--- src/rtl/uart_arb_pkg.sv ---
// Shared types and defaults for the UART TX FIFO write-port arbiter.
// Holds the FSM encoding, a clog2 helper and the default parameter values.
package uart_arb_pkg;

  typedef enum logic {
    ST_IDLE = 1'b0,
    ST_LOCK = 1'b1
  } arb_state_e;

  localparam int DEFAULT_B         = 8;
  localparam int DEFAULT_N         = 4;
  localparam int DEFAULT_MAX_BURST = 16;

  // Minimum number of bits needed to encode the values 0 .. value-1.
  function automatic int clog2(input int value);
    int bits;
    bits = 0;
    while ((1 << bits) < value) bits++;
    return bits;
  endfunction

endpackage

--- src/rtl/uart_fifo_wr_arbiter_rr_pick.sv ---
// Combinational round-robin picker: the first requester at or above
// rr_ptr, wrapping around, wins.
module rr_pick
  import uart_arb_pkg::*;
#(
  parameter int N  = DEFAULT_N,
  parameter int PW = clog2(N)
) (
  input  logic [N-1:0]  req,
  input  logic [PW-1:0] rr_ptr,
  output logic [N-1:0]  winner,
  output logic          any
);

  // NOTE: every output gets a default before the loop so no latch is inferred.
  always_comb begin
    int  idx;
    logic found;
    winner = '0;
    found  = 1'b0;
    idx    = 0;
    for (int k = 0; k < N; k++) begin
      idx = int'(rr_ptr) + k;
      if (idx >= N) idx = idx - N;
      if (!found && req[idx]) begin
        winner[idx] = 1'b1;
        found       = 1'b1;
      end
    end
    any = found;
  end

endmodule

--- src/rtl/uart_fifo_wr_arbiter.sv ---
// Round-robin arbiter sharing one UART TX FIFO write port among N packet
// sources; a grant is held until the owner's last byte or the burst limit.
module uart_fifo_wr_arbiter
  import uart_arb_pkg::*;
#(
  parameter int B         = DEFAULT_B,
  parameter int N         = DEFAULT_N,
  parameter int MAX_BURST = DEFAULT_MAX_BURST
) (
  input  logic           clk,
  input  logic           rst,
  input  logic [N-1:0]   req,
  input  logic [N-1:0]   last,
  input  logic [N*B-1:0] data,
  output logic [N-1:0]   ack,
  output logic [N-1:0]   grant,
  input  logic           fifo_full,
  output logic           fifo_wr,
  output logic [B-1:0]   fifo_w_data,
  output logic           busy
);

  localparam int PW = clog2(N);
  localparam int CW = clog2(MAX_BURST + 1);
  localparam logic [CW-1:0] LAST_BEAT = CW'(MAX_BURST - 1);

  arb_state_e    r_state;
  logic [PW-1:0] r_rr_ptr;
  logic [PW-1:0] r_owner;
  logic [CW-1:0] r_beat_cnt;
  logic [N-1:0]  r_grant;
  logic          r_busy;

  logic [N-1:0]  w_winner;
  logic          w_any;
  logic [PW-1:0] w_win_idx;
  logic          w_accept;
  logic          w_release;
  logic [PW-1:0] w_next_ptr;

  rr_pick #(.N(N), .PW(PW)) u_rr_pick (
    .req    (req),
    .rr_ptr (r_rr_ptr),
    .winner (w_winner),
    .any    (w_any)
  );

  always_comb begin
    w_win_idx = '0;
    for (int i = 0; i < N; i++) begin
      if (w_winner[i]) w_win_idx = PW'(i);
    end
  end

  // Beats flow combinationally so a granted owner moves one byte per cycle.
  assign w_accept   = (r_state == ST_LOCK) && req[r_owner] && !fifo_full;
  assign w_release  = w_accept && (last[r_owner] || (r_beat_cnt == LAST_BEAT));
  assign w_next_ptr = (int'(r_owner) == N - 1) ? '0 : r_owner + 1'b1;

  assign ack         = w_accept ? r_grant : '0;
  assign fifo_wr     = w_accept;
  assign fifo_w_data = w_accept ? data[int'(r_owner)*B +: B] : '0;
  assign grant       = r_grant;
  assign busy        = r_busy;

  // NOTE: sequential state uses non-blocking assignments only.
  always_ff @(posedge clk or negedge rst) begin
    if (!rst) begin
      r_state    <= ST_IDLE;
      r_rr_ptr   <= '0;
      r_owner    <= '0;
      r_beat_cnt <= '0;
      r_grant    <= '0;
      r_busy     <= 1'b0;
    end else begin
      case (r_state)
        ST_IDLE: begin
          if (w_any) begin
            r_state    <= ST_LOCK;
            r_owner    <= w_win_idx;
            r_grant    <= w_winner;
            r_busy     <= 1'b1;
            r_beat_cnt <= '0;
          end
        end
        ST_LOCK: begin
          if (w_accept) begin
            r_beat_cnt <= r_beat_cnt + 1'b1;
          end
          if (w_release) begin
            r_state  <= ST_IDLE;
            r_grant  <= '0;
            r_busy   <= 1'b0;
            r_rr_ptr <= w_next_ptr;
          end
        end
        default: begin
          r_state <= ST_IDLE;
          r_grant <= '0;
          r_busy  <= 1'b0;
        end
      endcase
    end
  end

endmodule
--- config.mk ---
export PLATFORM = sky130hd
export DESIGN_NAME = uart_fifo_wr_arbiter
export DESIGN_NICKNAME = d
export VERILOG_FILES = /design/src/rtl/uart_arb_pkg.sv /design/src/rtl/uart_fifo_wr_arbiter_rr_pick.sv /design/src/rtl/uart_fifo_wr_arbiter.sv
export SDC_FILE = /design/constraint.sdc
export NUM_CORES = 1
export LEC_CHECK = 0
export CAP_MARGIN = 20
export CORE_MARGIN = 2
export CORE_UTILIZATION = 30
export DETAILED_ROUTE_END_ITERATION = 6
export GPL_TIMING_DRIVEN = 0
export HOLD_SLACK_MARGIN = 0.03
export PLACE_DENSITY = 0.62
export SYNTH_ARGS = -nofsm -noshare
export SYNTH_HDL_FRONTEND = slang
export SYNTH_SLANG_ARGS = --single-unit
--- constraint.sdc ---
create_clock -name clk -period 2 [get_ports clk]
set_input_delay 0.4 -clock clk [delete_from_list [all_inputs] [get_ports clk]]
set_output_delay 0.4 -clock clk [all_outputs]
set_load 0.01 [all_outputs]
Yosys cells after proc, flatten, opt, wreduce, memory -nomap -nowiden

Index checks and enable logic that the tools add are counted.

Muxes and demuxes: 54
Add/sub/neg operators: 9
Equal/unequal tests: 5
Reductions and logical operators: 19
$lt $le $gt $ge: 13
Bitwise logic cells: 4
Shift operators: 1

Operators with widths:

| operator                                                                       | number |
|---|---|
| 32-bit by 1-bit >= comparator with 1-bit output (second input constant)        | 4 |
| 32-bit by 4-bit less-than comparator with 1-bit output (second input constant) | 4 |
| 32-bit 2-to-1 mux                                                              | 4 |
| 32-bit by 4-bit >= comparator with 1-bit output (second input constant)        | 3 |
| 32-bit by 4-bit subtractor with 32-bit output (second input constant)          | 3 |
| 32-bit by 6-bit variable part select with 8-bit output                         | 1 |
| 4-bit 2-to-1 mux                                                               | 7 |
| 1-bit 2-to-1 mux                                                               | 23 |
| 1-bit binary-select mux with 2-bit select                                      | 6 |
| 4-bit OR                                                                       | 3 |
| 1-bit logical AND                                                              | 10 |
| 5-bit 2-to-1 mux                                                               | 2 |
| 5-bit one-hot mux with 2 select lines                                          | 1 |
| 1-bit demux with 2-bit select                                                  | 4 |
| 8-bit 2-to-1 mux                                                               | 1 |
| 4-bit one-hot mux with 2 select lines                                          | 1 |
| 2-bit AND reduction                                                            | 4 |
| 2-bit by 2-bit adder with 3-bit output (second input constant)                 | 2 |
| 2-bit 2-to-1 mux                                                               | 3 |
| 2-bit by 1-bit inequality test with 1-bit output (second input constant)       | 3 |
| 5-bit by 1-bit adder with 5-bit output (second input constant)                 | 1 |
| 5-bit by 4-bit equality test with 1-bit output (second input constant)         | 1 |
| 1-bit zero test                                                                | 4 |
| 1-bit one-hot mux with 2 select lines                                          | 2 |
| other kinds (8)                                                                | 8 |

Input port bits: 43
Register bits: 15
Output and inout bits: 18

Logic depth before layout (Yosys ltp)

Gate-level depths: netlist of the first run.

Depth in word-level cells: 18
Mapped depth: 10

Modules after synthesis

From an unflattened synthesis of the first run, not the netlist that was laid out.

Cell total of the unflattened synthesis: 152
Area total of the unflattened synthesis: 1,461.4 um2

By module, submodules not included:

| module               | sequential area each (um2) | area each (um2) | cells an instance | instances |
|---|---|---|---|---|
| uart_fifo_wr_arbiter | 375.4                      | 1,003.5         | 93                | 1 |
| rr_pick              | 0.0                        | 457.9           | 59                | 1 |

Least setup slack after synthesis of the first run

OpenSTA, ideal clock, no wires.

Path kind: reg2reg
Start point: register r_rr_ptr[1]
End point: register r_owner[0]
Cell stages (with the launch flop): 11
Data required time: 1.923 ns
Arrival: 2.144 ns
Setup slack: -0.221 ns
Setup time: 0.077 ns
Cells stage by stage: dfrtp_1 clkbuf_1 inv_1 ha_1 clkbuf_2 nor2b_1 o21ai_0 o21ai_0 o2bb2ai_1 nor2_1 a21oi_1

Longest elaborated chain between the ends: 18
Elaborated cells between the ends (all ways): 68

Ends and longest elaborated chain:

| element                                                                                | line                       | RTL |
|---|---|---|
| from (decl)                                                                            | uart_fifo_wr_arbiter.sv:28 | `logic [PW-1:0] r_rr_ptr;` |
| from (signal assigned)                                                                 | uart_fifo_wr_arbiter.sv:94 | `r_rr_ptr <= w_next_ptr;` |
| branches (longest 18 deep; another with 32-bit by 4-bit subtractor with 32-bit output) | -                          |  |
| to (signal assigned)                                                                   | uart_fifo_wr_arbiter.sv:80 | `r_owner <= w_win_idx;` |
| to (decl)                                                                              | uart_fifo_wr_arbiter.sv:29 | `logic [PW-1:0] r_owner;` |

Parallel ways; which one is timed is not known. The select of a mux whose other input is x is not followed.
A chain may end at the register's enable or synchronous reset.

Worst setup path after layout of the first run

Start point: register r_owner[0]
End point: output ack[0]

Longest elaborated chain between the ends: 5

Ends and longest elaborated chain:

| element                                   | line                       | RTL |
|---|---|---|
| 1-bit binary-select mux with 2-bit select | uart_fifo_wr_arbiter.sv:56 | `assign w_accept = (r_state == ST_LOCK) && req[r_owner] && !fifo_full;` |
| 1-bit 2-to-1 mux (implied by the code)    | uart_fifo_wr_arbiter.sv:56 |  |
| 1-bit logical AND (2 in a row)            | uart_fifo_wr_arbiter.sv:56 |  |
| 4-bit 2-to-1 mux                          | uart_fifo_wr_arbiter.sv:60 | `assign ack = w_accept ? r_grant : '0;` |
| to (decl)                                 | uart_fifo_wr_arbiter.sv:15 | `output logic [N-1:0] ack,` |

Every way passes these cells. The select of a mux whose other input is x is not followed.

==> flow_summary.toml, run 1 <==
[route]
vias_per_cell = 5.051
drt_pre_antenna_iters = 4
vias = 1490
drt_iter0_drc = 34
detail-route-antenna-nets = 0
wl_per_cell_um = 14.79
drc = 0
totalWireLength_um = 4363

[power]
power_density_nw_per_um2 = 1261
ir_drop_uv = 547.7
p_total_mw = 3.194
leakagePower_nw = 1.056

[floorplan]
die-width_um = 74.45
start_util_pct = 31.32
die_area_um2 = 5543
row_count = 25
core_area_um2 = 4755
die_height_um = 74.45
ios = 61

[cells_and_area]
nNetsFinal = 281
layout_commonest_cell = "clkdlybuf4s50_1"
antenna_cells = 0
layout_common_cells = "43 x clkdlybuf4s50_1, 20 x nand2_1, 13 x dfrtp_1"
syn_to_final_growth_pct = 70.17
fillCellCount = 444
drive_above_1_share_pct = 38.16

[hold_path]
min_to = "busy"
min_from = "busy"
hold_depth = 2
min_path_type = "reg2reg"

[worst_setup_path]
r2r_setup_slack_ns = 0.06
worstReg2RegStart = "r_rr_ptr[0]"
cp-start-kind = "flip-flop"
cp.arrival_ns = 1.74
end_kind = "output pin"
reg2reg_depth = 8
required_ns = 1.60
worst-setup-path-type = "reg2out"
rr_endpoint = "r_owner[1]"
path_max_fanout = 4

[grt]
grt_pass1_vias = 1385
antenna_found_initial = 0
grt_max_degree = 16
grt_pass1_wl_um = 6541
grt_usage_pct = 15.07
grt-ovfl-total = 0

[synth]
synth_cells = 151
syn_avg_cell_area_um2 = 9.860
syn_nets = 203
ys_ff_latch = 15
yosys.area.top_type = "dfrtp_1"
seq_area_frac_synth_pct = 25.21
synth.distinct_cells = 43
ys_warn_count = 0
synth-edff-count = 0
synth_area_leaders = "dfrtp_1 25%, mux4_2 14%, ha_1 7.6%, and2_1 5.0%, nand2_1 5.0%"
yosysTopAreaCellShare_pct = 25.21
async_flop_share_pct = 100.0
syn-cell-area_um2 = 1489
synth_ff_type = "dfrtp_1"

[timing]
setup_ws_ns = -0.1395
min_period_ns = 2.139
finalClockSkew_ns = 0.001714
setup_viol = 12
report.final.slew_viol_count = 0
tightest_slew_ns = 0.6917
hold_viol = 0
max_freq_ghz = 0.4674
slew_headroom_pct = 53.74
setup_tns_ns = -1.541
fin_crit_sh_pct = 107.0
rsz0062_at_grt = "yes"

[clock_network]
cts_buffers = 3
clk_latency_ns = 0.24
cts_sinks = 15
tritoncts = "built"
clkTransAtPathRegs_ns = 0.06
htree_levels = 1
cts_root_buf = "clkbuf_8"
cts_buffer_depth = 2

[placed_design]
dp_hpwl_um = 3056
place.gp.congestion = 0.7423
dpl_worst_slack_ns = -1.151
port_buffers = 60

[status]
violations = "setup timing"
outcome = "complete, but fails checks"

[job]
drv_cap = 0
==> synth_stat cells (2+ instances only) <==
master,instances
nand3_1,7
a2111oi_0,2
o22ai_1,2
mux4_2,9
nor3b_1,5
nor2_1,8
mux2i_1,5
and3b_2,2
clkbuf_1,3
dfrtp_1,15
ha_1,9
o21ai_0,7
inv_1,5
nand2b_1,4
mux2_2,4
nand2_1,20
and2_1,12
mux2i_4,3
and3_1,4
o2bb2ai_1,2
==> cells by family after synthesis <==
| logic type | after synthesis | share of synthesized area (%) |
|---|---|---|
| AOI/OAI and AO/OA | 24 | 13.70 |
| buffers and inverters | 13 | 3.948 |
| and+or+nand+nor | 67 | 23.70 |
| adders and majority gates | 9 | 7.563 |
| muxes | 22 | 25.29 |
| xor gates and xnor gates | 1 | 0.5883 |
| DFF | 15 | 25.21 |
==> critical path, stage by stage, from the launching register on <==
cell	delay (ns)
dfrtp_2	0.43
mux2_4	0.32
o2111ai_4	0.25
inv_4	0.09
buf_12	0.14
and2_4	0.15
buf_6	0.11
==> through the flow <==
step	hold WS (ns)	util (%)	instances	cell area, um2
5_1_grt	0.5094	53.29	295	2534
3_5_place_dp	0.4670	46.47	278	2210
4_1_cts	0.4815	50.16	294	2385
6_report	0.4770	53.29	295	2534
3_3_place_gp	0.4636	46.47	278	2210
2_1_floorplan	0.1044	-	151	1525
==> where the power goes <==
part / internal (mW) / switching [mW] / total (mW)
Clock: 0.141 / 0.0998 / 0.241
Sequential: 0.430 / 0.119 / 0.548
Combinational: 1.32 / 1.08 / 2.40
Total: 1.89 / 1.30 / 3.19
==> registers in the layout, summed over array words and instances, names as in the netlist <==
| register | flops |
|---|---|
| busy | 1 |
| grant | 4 |
| r_beat_cnt | 5 |
| r_owner | 2 |
| r_rr_ptr | 2 |
| r_state | 1 |
==> per-layer routing <==
layer  routed length, um  GRT usage (%)  share of wire, %
met5                   0              0                 0
met4                  14          1.786              0.32
met3                 492          4.743                11
met2                2102          27.04                48
met1                1754          18.23                40
==> how the worst max path moves through the flow <==
stage | from | to | depth (start not counted)
final | r_owner[0] | ack[0] | 6
after global routing | r_owner[0] | ack[1] | 6
after CTS | r_owner[0] | fifo_w_data[3] | 6
after detailed placement | req[3] | fifo_w_data[4] | 8
after global placement | req[0] | fifo_w_data[5] | 7
after floorplan | r_rr_ptr[0] | r_owner[1] | 9
==> layout make-up <==
type | count | area [um2] | share of cell area, %
plain buffers | 6 | 60.06 | 2.370
clock buffers | 4 | 45.04 | 1.778
inverters | 6 | 32.53 | 1.284
multi-input cells | 123 | 1177 | 46.47
flip-flops and latches | 15 | 377.9 | 14.91
well taps | 67 | 83.83 | 3.309
repair buffers | 74 | 757.0 | 29.88
==> repair_timing <==
action | 4_1_cts | 5_1_grt
setup endpoints to repair | 27 | 18
endpoints found under the hold margin | 0 | 0
gates resized for setup | 81 | 34
pin swaps | 6 | 5
hold buffers | 0 | 0
cloned | 1 | 0
setup buffers | 11 | 2
No activity file was read; power rests on OpenSTA's default activity.
==> run 2: changes to the inputs <==
--- a/config.mk
+++ b/config.mk
@@ -11,7 +11,7 @@
 export DETAILED_ROUTE_END_ITERATION = 6
 export GPL_TIMING_DRIVEN = 0
 export HOLD_SLACK_MARGIN = 0.03
-export PLACE_DENSITY = 0.62
+export PLACE_DENSITY = 0.59
 export SYNTH_ARGS = -nofsm -noshare
 export SYNTH_HDL_FRONTEND = slang
 export SYNTH_SLANG_ARGS = --single-unit
==> constraint.sdc (replaced) <==
create_clock -name clk -period 2.25 [get_ports clk]
set_input_delay 0.45 -clock clk [delete_from_list [all_inputs] [get_ports clk]]
set_output_delay 0.45 -clock clk [all_outputs]
set_load 0.01 [all_outputs]
==> run 2 against run 1 <==
Clock skew about the same. Global-route usage down 0.63 points. Sequential power down 11%. Largest power group unchanged. Critical endpoint is now fifo_w_data[7]. First-iteration DRC count down 8.8%. Clock power down 12%. Total power down 22%. Critical path depth unchanged. Sequential cell count unchanged. Worst hold slack better by 0.0035 ns. The flow now finishes without violations. Cell count down 1.0%. Die area unchanged. Sequential share of layout area up 1.3 points.
==> flow_summary.toml, run 2 (synthesis results as in run 1) <==
[status]
outcome = "complete, no violations"

[worst_setup_path]
cpPeakStageDelay_ns = 0.44
end_kind = "output pin"
cp_top_family = "flip-flops"
cp_num_buf_inv = 3
worst-setup-path-type = "reg2out"
cp-endpoint = "fifo_w_data[7]"
cp.arrival_ns = 1.73
crit_cells = 6
reg2reg_depth = 9
r2r_setup_slack_ns = 0.09
rr_endpoint = "grant[0]"
cp-start-kind = "flip-flop"
worstReg2RegStart = "r_rr_ptr[1]"
path_cells = "mux2_4, o2111ai_4, inv_4, clkbuf_8, and2_1, buf_2"
crit_slowest_cell = "dfrtp_2"
required_ns = 1.80
path_max_fanout = 5
startpoint = "r_owner[0]"

[floorplan]
core_area_um2 = 4755
ios = 61
die_height_um = 74.45
start_util_pct = 31.32
row_count = 25
die_area_um2 = 5543
die-width_um = 74.45

[grt]
grt_use_met1_pct = 18.36
met2_usage_pct = 24.68
antenna_found_initial = 0
grt_pass1_vias = 1337
grt_busiest_layer = "met2"
grt-ovfl-total = 0
grt_pass1_wl_um = 6210
use_met3_pct = 3.930
grt_usage_pct = 14.44
grt_max_degree = 16

[cells_and_area]
layout_commonest_cell = "clkdlybuf4s50_1"
antenna_cells = 0
layout_common_cells = "43 x clkdlybuf4s50_1, 20 x nand2_1, 15 x buf_2"
drive_above_1_share_pct = 29.78
fin_util_pct = 49.00
syn_to_final_growth_pct = 56.47
largest_register_ffs = 5
fillCellCount = 469
top_register = "r_beat_cnt"
nNetsFinal = 278

[timing]
slew_headroom_pct = 54.38
fin_crit_sh_pct = 97.05
rsz0062_at_grt = "yes"
hold_viol = 0
max_freq_ghz = 0.4580
setup_viol = 0
setup_ws_ns = 0.06646
report.final.slew_viol_count = 0
finalClockSkew_ns = 0.001987
tightest_slew_ns = 0.6821
setup_tns_ns = 0
min_period_ns = 2.184

[placed_design]
place.gp.congestion = 0.7603
dp_hpwl_um = 3037
port_buffers = 60
dpl_worst_slack_ns = -1.014

[power]
leakagePower_nw = 0.9977
power_density_nw_per_um2 = 1070
ir_drop_uv = 303.3

[route]
vias = 1420
wl_per_cell_um = 13.74
detail-route-antenna-nets = 0
totalWireLength_um = 4013
vias_per_cell = 4.863
drc = 0
drt_iter0_drc = 31
drt_pre_antenna_iters = 4

[clock_network]
cts_buffers = 3
cts_sinks = 15
cts_root_buf = "clkbuf_8"
tritoncts = "built"
cts_buffer_depth = 2
htree_levels = 1
clk_latency_ns = 0.24
hold_buffers = 0
clkTransAtPathRegs_ns = 0.06

[hold_path]
min_path_type = "reg2reg"

[job]
drv_cap = 0
-- run 2: cell types whose count changed in the layout (fill, tap and decap cells not counted), moves of 2 or more --
cell / previous run / this run
and2_1: 1 / 12
buf_6: 12 / 3
buf_2: 2 / 15
and2_4: 11 / 0
buf_4: 11 / 8
buf_8: 3 / 1
-- run 2: area by class of cell --
class                           count  area (um2)  share of cell area, %
Tap cell                           67       83.83                  3.598
Sequential cell                    15       377.9                  16.22
Inverter                            6       25.02                  1.074
Timing Repair Buffer               70       628.1                  26.96
Clock buffer                        4       45.04                  1.933
Buffer                              7       63.81                  2.739
Multi-Input combinational cell    123        1106                  47.48
-- run 2: metrics by stage --
| step | power (mW) | hold WS [ns] | instances | cell area [um2] |
|---|---|---|---|---|
| 2_1_floorplan | 1.572 | 0.1544 | 151 | 1489 |
| 3_3_place_gp | 2.066 | 0.4699 | 278 | 2173 |
| 3_5_place_dp | 2.066 | 0.4712 | 278 | 2173 |
| 4_1_cts | 2.417 | 0.4833 | 290 | 2283 |
| 5_1_grt | 2.710 | 0.5120 | 292 | 2330 |
| 6_report | 2.492 | 0.4805 | 292 | 2330 |
-- run 2: per-layer routing --
| metal | share of wire, % | vias up |
|---|---|---|
| met5 | 0 | - |
| li1 | - | 709 |
| met2 | 45 | 55 |
| met1 | 43 | 652 |
| met4 | 0.67 | 0 |
| met3 | 11 | 4 |
-- run 2: how the worst min path moves through the flow --
stage,startpoint,endpoint,depth (start not counted)
3_5_place_dp,busy,busy,2
6_report,busy,busy,2
4_1_cts,busy,busy,2
3_3_place_gp,busy,busy,2
2_1_floorplan,rst,busy,0
5_1_grt,busy,busy,2
-- run 2: power breakdown --
| part | total, mW | internal [mW] | switching, mW |
|---|---|---|---|
| combinational | 1.79 | 0.949 | 0.843 |
| clock | 0.211 | 0.125 | 0.0856 |
| sequential | 0.490 | 0.382 | 0.108 |
| total | 2.49 | 1.46 | 1.04 |
-- run 2: worst register-to-register path: stages (launching register included) --
cell	delay, ns
dfrtp_1	0.41
buf_6	0.16
inv_2	0.07
ha_1	0.27
clkbuf_4	0.19
mux2i_4	0.36
o21ai_0	0.12
a31oi_1	0.15
a2bb2oi_1	0.21
o21ai_0	0.09
-- run 2: what timing repair did --
action,in CTS,in global routing
buffers inserted,7,2
endpoints found under the setup margin,20,17
hold endpoints to repair,0,0
gates cloned,1,0
resized for setup,83,12
pin swaps,2,2
==> run 3: changes to the inputs <==
--- a/config.mk
+++ b/config.mk
@@ -9,7 +9,7 @@
 export CORE_MARGIN = 2
 export CORE_UTILIZATION = 30
 export DETAILED_ROUTE_END_ITERATION = 6
-export GPL_TIMING_DRIVEN = 0
+export GPL_TIMING_DRIVEN = 1
 export HOLD_SLACK_MARGIN = 0.03
 export PLACE_DENSITY = 0.59
 export SYNTH_ARGS = -nofsm -noshare
==> run 3 against run 2 <==
The flow now finishes with violations (setup timing). Highest routed layer unchanged. Combinational power rose by 8%. Fmax fell by 6.4%. First-iteration DRC count rose by 26%. Cell area rose by 5.2%. Die area did not move. Largest power group unchanged. Non-clock buffer count rose by 10. Sequential cell count did not move. Global-route usage rose by 1.3 points. Register-to-register slack got worse by 0.02 ns. Count of clock-buffer cells in the layout did not move.
==> flow_summary.toml, run 3 (synthesis results as in run 1) <==
[cells_and_area]
top_register = "r_beat_cnt"
layout_commonest_cell = "clkdlybuf4s50_1"
layout_common_cells = "43 x clkdlybuf4s50_1, 21 x buf_4, 20 x nand2_1"
largest_register_ffs = 5
nNetsFinal = 290
fin_util_pct = 51.53
drive_above_1_share_pct = 32.49
syn_to_final_growth_pct = 64.54
antenna_cells = 0

[worst_setup_path]
cp_num_buf_inv = 4
cp.arrival_ns = 1.88
worstReg2RegStart = "r_owner[0]"
cp-start-kind = "flip-flop"
worst-setup-path-type = "reg2out"
end_kind = "output pin"
startpoint = "r_owner[0]"
cpPeakStageDelay_ns = 0.43
cp_top_family = "buffers and inverters"
cpMostUsedCell = "buf_6"
path_cells = "mux2_4, o2111ai_4, buf_6, clkinvlp_4, buf_6, and2_4, buf_6"
crit_slowest_cell = "dfrtp_2"
path_max_fanout = 3
required_ns = 1.80

[power]
swShare_pct = 40.78
power_frac_clock_pct = 8.2
p_switching_mw = 1.068
internal_power_mw = 1.550
leakagePower_nw = 1.081
power_density_nw_per_um2 = 1069
ir_drop_uv = 402.2
seqPwrFrac_pct = 18.2
pwr-share-comb_pct = 73.6

[route]
vias_per_cell = 4.878
vias = 1483
totalWireLength_um = 4336
drt_iter0_drc = 39
wl_per_cell_um = 14.26
detail-route-antenna-nets = 0
drc = 0
drt_pre_antenna_iters = 4

[timing]
tightest_slew_ns = 0.6845
rsz0062_at_grt = "yes"
whs_ns = 0.4827
hold_viol = 0
fin_crit_sh_pct = 103.6
setup_viol = 12
setup_ws_ns = -0.08195
max_freq_ghz = 0.4288
slew_headroom_pct = 54.22
finalClockSkew_ns = 0.003843
min_period_ns = 2.332
report.final.slew_viol_count = 0

[clock_network]
clkTransAtPathRegs_ns = 0.06
hold_buffers = 0
clk_latency_ns = 0.24
cts_root_buf = "clkbuf_8"
cts_buffer_depth = 2
htree_levels = 1
cts_buffers = 3
tritoncts = "built"
cts_sinks = 15

[hold_path]
min_from = "busy"
min_path_type = "reg2reg"

[grt]
grt_usage_pct = 15.78
grt_max_degree = 16
grt-ovfl-total = 0
grt_pass1_wl_um = 6651
antenna_found_initial = 0
grt_pass1_vias = 1384

[placed_design]
dp_hpwl_um = 3133
place.gp.congestion = 0.7587
port_buffers = 60

[floorplan]
die_height_um = 74.45
ios = 61
die-width_um = 74.45
die_area_um2 = 5543
start_util_pct = 31.32
row_count = 25
core_area_um2 = 4755

[status]
outcome = "complete, but fails checks"
violations = "setup timing"

[job]
drv_cap = 0
-- run 3: changes by cell type in the layout (fill, tap and decap cells not counted), sizes merged --
| cell | change |
|---|---|
| clkbuf | -3 |
| buf | +11 |
| clkdlybuf4s15 | -3 |
| dlygate4sd2 | +3 |
| dlymetal6s2s | +2 |
| clkinvlp | +2 |
-- run 3: cell type report --
class | instances | area [um2]
tap | 67 | 83.83
clock buffer | 4 | 45.04
fill | 453 | 2305
timing repair buffer | 87 | 802.0
multi-input combinational | 123 | 1100
inverter | 6 | 27.53
sequential | 15 | 376.6
timing repair inverter | 2 | 15.01
-- run 3: worst min-delay path: stages, from the launching register on --
cell     delay, ns
dfrtp_1       0.34
nand2_1       0.05
nand2_1       0.06
-- run 3: through the flow --
stage / total power, mW / cells / worst slack [ns] / setup TNS [ns] / cell area (um2)
global route: 2.834 / 304 / -0.1397 / -1.114 / 2450
CTS: 2.544 / 303 / -0.1139 / -0.3481 / 2391
detailed placement: 2.187 / 290 / -0.4142 / -6.043 / 2280
finish: 2.618 / 304 / -0.08195 / -0.4856 / 2450
floorplan: 1.572 / 151 / 0.02883 / 0 / 1489
global placement: 2.190 / 290 / -0.3925 / -5.811 / 2280
-- run 3: worst paths after layout --
kind,to,slack (ns),cells past startpoint
max,fifo_w_data[0],-0.08,7
min,busy,0.48,2
max reg2reg,r_rr_ptr[1],0.07,9
min reg2reg,busy,0.48,2
max in group asynchronous,r_owner[0],1.15,1
min in group asynchronous,r_beat_cnt[0],0.62,1
-- run 3: power by group through the flow --
stage,clock [mW],combinational [mW],sequential (mW)
finish,0.214,1.93,0.477
global route,0.231,2.11,0.496
CTS,0.222,1.84,0.479
detailed placement,0,1.71,0.477
global placement,0,1.71,0.476
floorplan,0,1.09,0.486
-- run 3: timing repair --
action,in CTS,in global routing
gates cloned,2,0
endpoints found under the hold margin,0,0
setup endpoints to repair,15,21
gates resized for setup,67,13
pin swaps,1,2
buffers inserted,7,1
-- run 3: per-layer routing --
layer / part of all wire, % / GRT usage (%) / wire length, um / up-vias
met4: 1.5 / 3.770 / 63 / 0
met5: 0 / 0 / 0 / -
li1: - / - / - / 731
met1: 42 / 18.76 / 1821 / 687
met2: 46 / 27.93 / 1998 / 59
met3: 10 / 4.743 / 452 / 6
